==> src/rtl/accel_pkg.sv <==
// Shared types for the accelerator control path: packet/command layouts, opcodes,
// dispatcher states and the control-packet decoder used by every decoder instance.
package accel_pkg;

  localparam int UNIT_COUNT    = 256;
  localparam int UNIT_ID_WIDTH = 8;

  typedef enum logic [1:0] {OP_NOP, OP_COMPUTE, OP_LOAD, OP_STORE} op_e;
  typedef enum logic [1:0] {COMP_ADD, COMP_MUL, COMP_MAC, COMP_CMP} comp_e;

  typedef enum logic [1:0] {IDLE, DECODE, WAIT_UNIT, ISSUE} disp_state_e;

  // 'config' is a reserved word, so the configuration byte is named cfg.
  typedef struct packed {
    logic [UNIT_ID_WIDTH-1:0] unit_id;
    logic [7:0]               ctrl;
    logic [7:0]               cfg;
  } ctrl_packet_t;

  typedef struct packed {
    logic [UNIT_ID_WIDTH-1:0] unit_id;
    op_e                      op_code;
    comp_e                    comp_type;
    logic [3:0]               addr;
    logic                     valid;
    logic [2:0]               size;
  } decoded_ctrl_t;

  function automatic decoded_ctrl_t decode_ctrl(input ctrl_packet_t p);
    decoded_ctrl_t d;
    d.unit_id   = p.unit_id;
    d.op_code   = op_e'(p.ctrl[5:4]);
    d.comp_type = comp_e'(p.ctrl[3:2]);
    d.addr      = p.cfg[7:4];
    d.size      = p.cfg[2:0];
    d.valid     = (d.op_code != OP_NOP);
    return d;
  endfunction

endpackage

==> src/rtl/unit_scoreboard.sv <==
// Per-unit busy bits: set on issue, cleared on done; set wins over a same-cycle clear.
// Flags a done for an idle or out-of-range unit as spurious (combinational pulse).
module unit_scoreboard
  import accel_pkg::*;
#(
  parameter int NUM_UNITS = UNIT_COUNT
) (
  input  logic                     clk,
  input  logic                     rst_n,
  input  logic                     set_vld_i,
  input  logic [UNIT_ID_WIDTH-1:0] set_id_i,
  input  logic                     done_vld_i,
  input  logic [UNIT_ID_WIDTH-1:0] done_id_i,
  output logic [NUM_UNITS-1:0]     busy_o,
  output logic                     spurious_o
);

  logic [NUM_UNITS-1:0] busy_q, busy_d;
  logic                 done_hit;

  always_comb begin
    busy_d     = busy_q;
    done_hit   = 1'b0;
    spurious_o = 1'b0;
    for (int i = 0; i < NUM_UNITS; i++) begin
      if (done_vld_i && done_id_i == UNIT_ID_WIDTH'(i)) begin
        done_hit = 1'b1;
        if (busy_q[i]) busy_d[i] = 1'b0;
        else           spurious_o = 1'b1;
      end
    end
    if (done_vld_i && !done_hit) spurious_o = 1'b1;
    for (int i = 0; i < NUM_UNITS; i++) begin
      if (set_vld_i && set_id_i == UNIT_ID_WIDTH'(i)) busy_d[i] = 1'b1;
    end
  end

  always_ff @(posedge clk or negedge rst_n) begin
    if (!rst_n) busy_q <= '0;
    else        busy_q <= busy_d;
  end

  assign busy_o = busy_q;

endmodule

==> src/rtl/accel_dispatcher.sv <==
// Single-issue dispatcher: latch packet, decode, wait for target unit idle, issue.
// Min 3 cycles/packet (cmd_valid earliest 2 cycles after accept); cmd held until cmd_ready.
module accel_dispatcher
  import accel_pkg::*;
#(
  parameter int NUM_UNITS = UNIT_COUNT,
  parameter int CNT_WIDTH = 16
) (
  input  logic                          clk,
  input  logic                          rst_n,
  input  logic                          pkt_valid,
  output logic                          pkt_ready,
  input  logic [$bits(ctrl_packet_t)-1:0]  pkt,
  output logic                          cmd_valid,
  input  logic                          cmd_ready,
  output logic [$bits(decoded_ctrl_t)-1:0] cmd,
  input  logic                          done_valid,
  input  logic [UNIT_ID_WIDTH-1:0]      done_id,
  output logic [NUM_UNITS-1:0]          busy_map,
  output logic [CNT_WIDTH-1:0]          issue_cnt,
  output logic                          err_bad_unit,
  output logic                          err_spurious,
  input  logic                          err_clr
);

  disp_state_e          state_q, state_d;
  ctrl_packet_t         pkt_q, pkt_d;
  decoded_ctrl_t        cmd_q, cmd_d, dec;
  logic                 cmd_vld_q, cmd_vld_d;
  logic                 pkt_rdy_q, pkt_rdy_d;
  logic [CNT_WIDTH-1:0] cnt_q, cnt_d;
  logic                 err_bad_q, err_bad_d;
  logic                 err_spur_q, err_spur_d;
  logic                 bad_set, issue_set, spurious;
  logic                 tgt_legal, tgt_busy;

  assign dec = decode_ctrl(pkt_q);

  // Legality and busy lookup by match, so no out-of-range index is ever formed.
  always_comb begin
    tgt_legal = 1'b0;
    tgt_busy  = 1'b0;
    for (int i = 0; i < NUM_UNITS; i++) begin
      if (dec.unit_id == UNIT_ID_WIDTH'(i)) begin
        tgt_legal = 1'b1;
        tgt_busy  = busy_map[i];
      end
    end
  end

  always_comb begin
    state_d   = state_q;
    pkt_d     = pkt_q;
    cmd_d     = cmd_q;
    cmd_vld_d = cmd_vld_q;
    cnt_d     = cnt_q;
    bad_set   = 1'b0;
    issue_set = 1'b0;
    case (state_q)
      IDLE: begin
        if (pkt_valid && pkt_rdy_q) begin
          pkt_d   = ctrl_packet_t'(pkt);
          state_d = DECODE;
        end
      end
      DECODE: begin
        if (dec.op_code == OP_NOP) begin
          state_d = IDLE;
        end else if (!tgt_legal) begin
          bad_set = 1'b1;
          state_d = IDLE;
        end else if (tgt_busy) begin
          state_d = WAIT_UNIT;
        end else begin
          cmd_d     = dec;
          cmd_vld_d = 1'b1;
          state_d   = ISSUE;
        end
      end
      WAIT_UNIT: begin
        if (!tgt_busy) begin
          cmd_d     = dec;
          cmd_vld_d = 1'b1;
          state_d   = ISSUE;
        end
      end
      ISSUE: begin
        if (cmd_ready) begin
          issue_set = 1'b1;
          cnt_d     = cnt_q + 1'b1;
          cmd_vld_d = 1'b0;
          state_d   = IDLE;
        end
      end
      default: state_d = IDLE;
    endcase
    pkt_rdy_d  = (state_d == IDLE);
    err_bad_d  = bad_set  | (err_bad_q  & ~err_clr);
    err_spur_d = spurious | (err_spur_q & ~err_clr);
  end

  always_ff @(posedge clk or negedge rst_n) begin
    if (!rst_n) begin
      state_q    <= IDLE;
      pkt_q      <= '0;
      cmd_q      <= '0;
      cmd_vld_q  <= 1'b0;
      pkt_rdy_q  <= 1'b0;
      cnt_q      <= '0;
      err_bad_q  <= 1'b0;
      err_spur_q <= 1'b0;
    end else begin
      state_q    <= state_d;
      pkt_q      <= pkt_d;
      cmd_q      <= cmd_d;
      cmd_vld_q  <= cmd_vld_d;
      pkt_rdy_q  <= pkt_rdy_d;
      cnt_q      <= cnt_d;
      err_bad_q  <= err_bad_d;
      err_spur_q <= err_spur_d;
    end
  end

  unit_scoreboard #(.NUM_UNITS(NUM_UNITS)) u_scoreboard (
    .clk        (clk),
    .rst_n      (rst_n),
    .set_vld_i  (issue_set),
    .set_id_i   (cmd_q.unit_id),
    .done_vld_i (done_valid),
    .done_id_i  (done_id),
    .busy_o     (busy_map),
    .spurious_o (spurious)
  );

  assign pkt_ready    = pkt_rdy_q;
  assign cmd_valid    = cmd_vld_q;
  assign cmd          = cmd_q;
  assign issue_cnt    = cnt_q;
  assign err_bad_unit = err_bad_q;
  assign err_spurious = err_spur_q;

endmodule

==> config.mk <==
export PLATFORM = sky130hd
export DESIGN_NAME = accel_dispatcher
export DESIGN_NICKNAME = d
export VERILOG_FILES = /design/src/rtl/accel_pkg.sv /design/src/rtl/unit_scoreboard.sv /design/src/rtl/accel_dispatcher.sv
export SDC_FILE = /design/constraint.sdc
export NUM_CORES = 1
export LEC_CHECK = 0
export BUFFER_PORTS_ARGS = -buffer_cell sky130_fd_sc_hd__buf_2
export CORE_MARGIN = 2
export CORE_UTILIZATION = 40
export DETAILED_ROUTE_END_ITERATION = 10
export PLACE_DENSITY = 0.69
export SYNTH_ARGS = -nofsm -noshare
export SYNTH_HDL_FRONTEND = slang
export SYNTH_HIERARCHICAL = 1
export SYNTH_SLANG_ARGS = --single-unit
==> constraint.sdc <==
create_clock -name clk -period 4.2 [get_ports clk]
set_clock_uncertainty 0.15 [all_clocks]
set_input_delay 0.21 -clock clk [delete_from_list [all_inputs] [get_ports clk]]
set_output_delay 0.21 -clock clk [all_outputs]
set_load 0.01 [all_outputs]
After elaboration in Yosys (flattened, before gate mapping)
Index checks and enable logic that the tools add are counted.
Widths: inputs -> output; s select.
{"block": "word_totals", "regBits": 320, "inputBits": 38}
{"block": "classes", "n_eq_ne": 771, "n_reduce_logical": 784, "n_bitwise": 5, "addsub": 1, "mux": 1814}
{"op": "$eq 8x8->1 const B", "count": 384}
{"op": "$mux 1", "count": 1803}
{"op": "$eq 8x7->1 const B", "count": 192}
{"op": "$eq 8x6->1 const B", "count": 96}
{"op": "$reduce_bool 2->1", "count": 258}
{"op": "$logic_and 1x1->1", "count": 514}
{"op": "$eq 8x5->1 const B", "count": 48}
{"op": "$eq 8x4->1 const B", "count": 24}
{"op": "$eq 8x3->1 const B", "count": 12}
{"op": "$mux 20", "count": 3}
{"op": "$eq 8x2->1 const B", "count": 6}
{"op": "$pmux 20 s2", "count": 1}
{"op": "$eq 8x1->1 const B", "count": 3}
{"op": "$logic_not 8->1", "count": 3}
{"op": "$add 16x1->16 const B", "count": 1}
{"op": "$mux 2", "count": 5}
{"op": "$pmux 2 s4", "count": 1}
{"op": "$logic_not 2->1", "count": 3}
{"op": "$ne 2x2->1 const B", "count": 3}
{"op": "$eq 2x2->1 const B", "count": 2}
{"op": "$reduce_and 2->1", "count": 2}
{"op": "$reduce_and 4->1", "count": 1}
{"op": "$pmux 1 s3", "count": 1}
{"op": "$reduce_and 3->1", "count": 1}
{"op": "6 further kinds", "count": 8}

Depth between registers and ports, before layout
Gate-level depths: netlist of run 1.
{"block": "depth", "ltp_word": 515, "ltp_mapped": 15, "ltp_nobuf": 10}

By module
Netlist of run 1, hierarchy kept.
{"module": "unit_scoreboard", "n_inst": 1, "area_per_inst_um2": 12129.1, "cells_per_inst": 1307}
{"module": "accel_dispatcher", "n_inst": 1, "area_per_inst_um2": 6007.0, "cells_per_inst": 722}

Worst setup path after synthesis of run 1
No wires, ideal clock.
{"block": "synth_path", "path_kind": "reg-to-reg", "from": "register pkt_q (netlist bit dec[15])", "to": "register cmd_q (netlist bit cmd[11])", "n_path_buf": 3, "required_time_ns": 3.925, "setup_slack_ns": 1.039, "setup_time_ns": 0.125, "stages_incl_launch_ff": 14, "arrival_time_ns": 2.886, "path_cell_list": "dfrtp_1 -> buf_6 -> nor2b_1 -> buf_6 -> a22o_1 -> nand2_1 -> o211ai_1 -> o311a_1 -> nor4_2 -> o22ai_1 -> or3b_1 -> a211oi_2 -> buf_6 -> mux2_4"}
{"block": "synth_between", "elab_chain_len": 261, "word_cells_on_any_way": 774, "cone_classes": "256 x eq/ne; 516 x mux; 2 x reduce/logical"}
{"item": "start, declared", "line_no": "accel_dispatcher.sv:27", "source": "ctrl_packet_t pkt_q, pkt_d;"}
{"item": "start signal, assigned", "line_no": "accel_dispatcher.sv:114", "source": "pkt_q <= pkt_d;"}
{"item": "$logic_not 8->1", "line_no": "accel_dispatcher.sv:44", "source": "if (dec.unit_id == UNIT_ID_WIDTH'(i)) begin"}
{"item": "$mux 1 (256 in series)", "line_no": "accel_dispatcher.sv:44"}
{"item": "$mux 20 (3 in series)"}
{"item": "$pmux 20 s2"}
{"item": "end signal, assigned", "line_no": "accel_dispatcher.sv:115", "source": "cmd_q <= cmd_d;"}
{"item": "end, declared", "line_no": "accel_dispatcher.sv:28", "source": "decoded_ctrl_t cmd_q, cmd_d, dec;"}
Several ways; a longest one is shown, not always the timed one. The select of a mux whose other input is x is not followed.
A chain may end at the register's enable or synchronous reset.

Final worst setup path of run 1
{"block": "layout_path", "from": "register pkt_q (netlist bit dec[12])", "to": "register cmd_q (netlist bit cmd[8])"}
Same word-level chain as after synthesis.

==> results.md, run 1 <==
- Sequential-to-total area share from yosys stat: 43.7%
- Min Clock Period, post-route: ~4.1 ns
- DRT Pass-1 Iters: 7
- CTS tree: yes
- WL final: 123000 um
- Gpl congestion: between 1 and 1.5
- Synth-to-layout area growth: 25.9%
- Post-synth EDFFs: 0
- Synthesized area per cell: roughly 9 um2
- DPL Wire Length: 90900 um
- Tot GR Track Use: 50.6%
- Final setup viols: 0
- Final Cycle Share: 97.2%
- Seq cells post-synth: ~320
- Worst Hold Depth: 5
- Overflow after GRT: 0
- CP Capture Type: register
- First-pass GRT wire length: around 170000 um
- Pwr/cell area: between 600 and 700 nW/um2
- Max Cap Viol: 0
- RSZ-0062 raised after global routing: false
- Synth top cells by count: o21ai_0 (560), dfrtp_1 (317), clkbuf_1 (124)
- Worst EP required: between 4 and 5 ns
- Die H: between 200 and 250 um
- Largest net degree at the start of global routing: 119
- Async SR Flop Fraction: 100%
- Layout cells sized above 1: approximately 28%
- Maximum vdd drop: 0.419 mV
- Antenna violations before repair: 3
- IO Port Bufs: between 300 and 400
- Total CTS buffers: 34
- Clk buf depth: 3
- Drt drc: 0
- Vias per inst: slightly above 7
- Routed wire per std cell: about 40 um
- Setup TNS: 0 ns
- CORE AREA: approximately 45000 um2
- Run status: complete, no violations
- Setup crit start kind: register
- Clock Tree Root: clkbuf_16
- Worst EP arrival: ~4.4 ns
- CTS sink cnt: approximately 320
- Worst-skew pair later-pin latency: 0.58 ns
- CTS HTree Levels: 2
- Initial Util: between 40% and 50%
- Post-layout nets: between 2000 and 2500
- Vias in the first global route: slightly above 20000
- Num rows: 78
- Leading area contributor after synthesis: dfrtp_1
- Final hold viol count: 0
- LEAKAGE: approximately 10 nW
- Worst-path clk slew: 0.06 ns
- Yosys top cell area share: between 40% and 50%
- Yosys Warn Count: 6
- Die area: around 47000 um2
- Synth unique cells: 90
- Post-Syn Area: between 15000 and 20000 um2
- Leading post-synthesis cells by cell area: dfrtp_1 (44%), o21ai_0 (15%), clkbuf_1 (2.6%)
- Die X: about 220 um
- DR iter-0 viols: between 3000 and 4000
- Post-Syn Instances: 2029
- Total I/O pin count: 334
- Vias post-DR: 22000
- Final Util: about half
- Post-synth top flop: dfrtp_1
- Antenna Nets Post-Route: 0
- FMAX: approximately 250 MHz
- Top-count cell post-synth: o21ai_0
- Max Slew Vio Count: 0
- Syn Nets: 2068
- Critical path class: reg2reg
- Max transition margin: between 10 and 15%
- Reg2Reg Depth: 12
- Critical-path maximum fanout: 11
- Hold Crit Class: in2reg
- Worst-margin pin slew: 1.32 ns
## worst max-delay path: stages, from the launching register on
cell	delay (ns)
dfrtp_4	0.61
buf_6	0.22
nor2b_1	0.16
buf_4	0.21
nand2_1	0.07
o211ai_1	0.20
o311a_1	0.45
nor4_4	0.34
o22ai_1	0.16
or3b_1	0.42
a211oi_4	0.39
buf_4	0.26
mux2_4	0.32
## registers in the layout, indices dropped and copies added (netlist names)
name and flops:
pkt_ready 1, issue_cnt 16, err_spurious 1, cmd 20, dec 19, u_scoreboard/busy_o 256
state_q 2, cmd_valid 1, err_bad_unit 1
## layout make-up
cell class                 count  area [um2]
fill                        4287       22300
multi-input combinational   1501        9260
sequential                   317        7940
timing repair buffer         557        3670
clock buffer                  52        1010
tap                          600         751
clock inverter                 9         134
inverter                      18        67.6
antenna                        2        5.00
## report_power, final
group / internal (mW) / switching (mW)
combinational: 2.50 / 4.24
sequential: 3.66 / 1.27
clock: 1.85 / 1.29
total: 8.01 / 6.80
## placed cells by master (no fill, tap or decap), types with 38 or more instances in the layout
cell type	instances
a21oi_1	53
dfrtp_1	313
nor2_1	100
mux2_2	38
nor3_1	60
nand2_1	103
buf_2	327
o21ai_0	560
o22ai_1	69
buf_4	187
nand3_1	58
mux2i_1	42
## stage by stage
stage	hold WS [ns]	cell area [um2]	power (mW)	std cells	worst slack, ns
2_1_floorplan	-0.236	18100	7.64	2029	1.04
3_3_place_gp	0.182	21400	11.1	2970	0.168
3_5_place_dp	0.205	21400	11.2	2970	0.198
4_1_cts	0.0994	22800	14.4	3053	0.184
5_1_grt	0.149	22800	15.1	3054	0.0302
6_report	0.111	22800	14.8	3056	0.118
## metal layers
metal / share of wire [%] / up-vias / GRT usage, %
met5: 0.025 / - / 1.56
met4: 7.3 / 4 / 29.2
met3: 14 / 489 / 17.1
met2: 41 / 2119 / 73.0
met1: 38 / 11000 / 65.9
li1: - / 8435 / -
## timing repair
action	CTS	global route
resized for setup	0	5
hold endpoints to repair	138	0
endpoints found under the setup margin	0	19
buffers inserted	0	1
hold buffers	22	0
## worst paths after layout
kind	startpoint	endpoint	slack (ns)
worst max-delay path	dec[12]	cmd[8]	0.12
worst min-delay path	pkt_valid	pkt_ready	0.11
worst max register to register	dec[12]	cmd[8]	0.12
worst min register to register	issue_cnt[15]	issue_cnt[15]	0.31
max in group asynchronous	rst_n	u_scoreboard/busy_o[181]	2.68
min in group asynchronous	rst_n	cmd[6]	0.20
## logic make-up after synthesis
logic type      after synthesis  synth area share (%)
flops                       317                  43.7
buf+inv                     211                  5.41
simple gates                502                  14.7
mux                         105                  6.93
fa+ha+maj                     1                0.0690
xor+xnor                     15                 0.724
compound gates              878                  28.5
Note: power is estimated with default switching activity, not from simulation.
==> run 2, diff against run 1 <==
--- a/config.mk
+++ b/config.mk
@@ -6,7 +6,7 @@
 export NUM_CORES = 1
 export LEC_CHECK = 0
 export BUFFER_PORTS_ARGS = -buffer_cell sky130_fd_sc_hd__buf_2
-export CORE_MARGIN = 2
+export CORE_MARGIN = 5
 export CORE_UTILIZATION = 40
 export DETAILED_ROUTE_END_ITERATION = 10
 export PLACE_DENSITY = 0.69
==> run 2 against run 1 <==
Non-clock buffer count shrank 38. Critical path depth is 1 lower. Count of clock-buffer cells in the layout fell by 7. Critical path type unchanged. Critical endpoint is now cmd[6].
==> results.md, run 2 (synthesized netlist as in run 1, its figures left out) <==
- Run status: complete, no violations
- Comb pwr share: 43.8% (-1.7 points)
- Layout cells sized above 1: 26.7% (-1.3 points)
- Int Power: 7.84 mW (-2.2%)
- DRT Pass-1 Iters: 7 (unchanged)
- Crit path largest cell delay: 0.66 ns (+0.05 ns)
- Gpl congestion: 1.10 (+2.3%)
- LEAKAGE: 10.2 nW (-1.9%)
- Post CTS Setup Buffer Count: 0 (unchanged)
- RSZ-0062 raised after global routing: false
- IO Port Bufs: 328 (unchanged)
- Setup crit start kind: register
- Antenna violations before repair: 9 (+6)
- Hold Crit Class: in2async
- Setup TNS: 0 ns (unchanged)
- CP most frequent cell: buf_4
- Final hold viol count: 0 (unchanged)
- Hold slack: 0.121 ns (+0.00932 ns)
- FMAX: 243 MHz (-0.85%)
- CTS tree: yes
- WL final: 119000 um (-2.9%)
- Vias per inst: 7.21 (+0.17%)
- Overflow after GRT: 0 (unchanged)
- Flop pwr share: 34.5% (+1.2 points)
- Die X: 223 um (+2.8%)
- Area occupied by multi-input gates: 9240 um2 (-0.22%)
- Clk pwr share: 21.7% (+0.5 points)
- Post-layout nets: 2430 (-1.5%)
- Post-CTS Resized: 0 (unchanged)
- CP Capture Type: register
- Maximum vdd drop: 0.338 mV (-19%)
- Worst-margin pin slew: 1.22 ns (-0.102 ns)
- Hold_buf cts: 30 (+36%)
- Worst-path clk slew: 0.06 ns (about the same)
- Synth-to-layout area growth: 24.3%
- Critical-path maximum fanout: 17 (+6)
- Max Cap Viol: 0 (unchanged)
- Die area: 49700 um2 (+5.6%)
- Worst EP required: 4.48 ns (about the same)
- Drt drc: 0 (unchanged)
- CP max stage cell: nor2_2
- Antenna Nets Post-Route: 0 (unchanged)
- Max transition margin: 18.2% (+6.8 points)
- Critical path class: reg2reg
- Num rows: 78 (unchanged)
- RR Endpoint: cmd[6]
- Worst EP arrival: 4.40 ns (+0.04 ns)
- Worst-skew pair later-pin latency: 0.56 ns (-0.02 ns)
- Most common cell after layout, fill and taps aside: o21ai_0
- Total I/O pin count: 334 (unchanged)
- Vias post-DR: 21800 (-1.1%)
- Final Util: 50.0% (-0.62 points)
- Total CTS buffers: 34 (unchanged)
- Routed wire per std cell: 39.5 um (-1.6%)
- Number of fill cells: 4378 (+2.1%)
- Worst R2R Setup Slack: 0.08 ns (-0.04 ns)
- DR iter-0 viols: 3766 (-0.24%)
- Final setup viols: 0 (unchanged)
- Psw: 6.58 mW (-3.2%)
- Sw frac: 45.6% (-0.26 points)
- Register area: 7940 um2 (about the same)
- Max Slew Vio Count: 0 (unchanged)
- Reg2Reg Depth: 11 (-1)
- DPL Wire Length: 88600 um (-2.5%)
- Largest net degree at the start of global routing: 106 (-11%)
- Reg-to-Reg Start: dec[13]
- CTS HTree Levels: 2 (unchanged)
- Vias in the first global route: 20400 (-1.2%)
- Crit path cell chain: nor2_2 > buf_4 > nand2_1 > o32a_1 > o311a_1 > nor4_2 > o22ai_1 > or3b_1 > a211oi_4 > buf_4 > mux2_4
- Most frequent cells in the layout: o21ai_0 (560), buf_2 (327), dfrtp_1 (313)
- Clock Tree Root: clkbuf_16
- First-pass GRT wire length: 163000 um (-1.1%)
- CTS sink cnt: 317 (unchanged)
- Tot GR Track Use: 45.8% (-4.8 points)
- Initial Util: 40.2% (unchanged)
- Clk buf depth: 3 (unchanged)
- Die H: 223 um (+2.8%)
- Final Cycle Share: 98.0% (+0.84 points)
- Pwr/cell area: 639 nW/um2 (-1.4%)
- Number of flip-flops in the largest register: 256 (unchanged)
- CORE AREA: 45100 um2 (unchanged)
- Min Clock Period, post-route: 4.12 ns (+0.0351 ns)
run 2: how the worst max path moves through the flow:
stage,cells past startpoint,endpoint,from
5_1_grt,12,cmd[6],dec[13]
2_1_floorplan,13,cmd[11],dec[15]
3_3_place_gp,11,cmd[0],dec[13]
3_5_place_dp,11,cmd[5],dec[13]
4_1_cts,11,cmd[5],dec[13]
6_report,11,cmd[6],dec[13]
run 2: metal layers:
layer | routed length, um | share of wire [%] | global-route usage (%) | up-vias
met3 | 16600 | 14 | 13.8 | 499
met2 | 49300 | 41 | 66.0 | 2174
met4 | 8990 | 7.6 | 25.9 | 12
met5 | 76 | 0.064 | 0 | -
met1 | 44000 | 37 | 61.5 | 10700
li1 | - | - | - | 8345
run 2: cell type report:
| cell class | count | share of cell area [%] |
|---|---|---|
| Multi-Input combinational cell | 1501 | 41.0 |
| Antenna cell | 2 | 0.0222 |
| Timing Repair Buffer | 519 | 15.1 |
| Clock buffer | 45 | 4.51 |
| Clock inverter | 15 | 0.616 |
| Inverter | 18 | 0.300 |
| Sequential cell | 317 | 35.2 |
| Tap cell | 600 | 3.33 |
run 2: stage by stage:
stage | area (um2) | setup slack [ns] | power, mW | std cells
after floorplan | 18100 | 1.04 | 7.64 | 2029
after global placement | 21100 | 0.250 | 10.8 | 2925
after detailed placement | 21100 | 0.201 | 10.9 | 2925
after CTS | 22500 | 0.166 | 14.1 | 3015
after global routing | 22500 | 0.00867 | 14.7 | 3015
final | 22600 | 0.0833 | 14.4 | 3017
run 2: power by group through the flow:
stage          logic, mW  clock network, mW  registers [mW]
6_report            6.32               3.12            4.97
5_1_grt             6.49               3.24            4.96
4_1_cts             6.07               3.13            4.88
3_5_place_dp        5.99                  0            4.92
3_3_place_gp        5.93                  0            4.89
2_1_floorplan       3.22                  0            4.42
run 2: worst max-delay path: cells and delay by family, from the launching register on:
family | cells | cell delay (ns)
multiplexers | 1 | 0.31
buffers and inverters | 2 | 0.52
AND/OR/NAND/NOR | 4 | 1.50
AO/OA/AOI/OAI | 4 | 0.93
flip-flops | 1 | 0.57
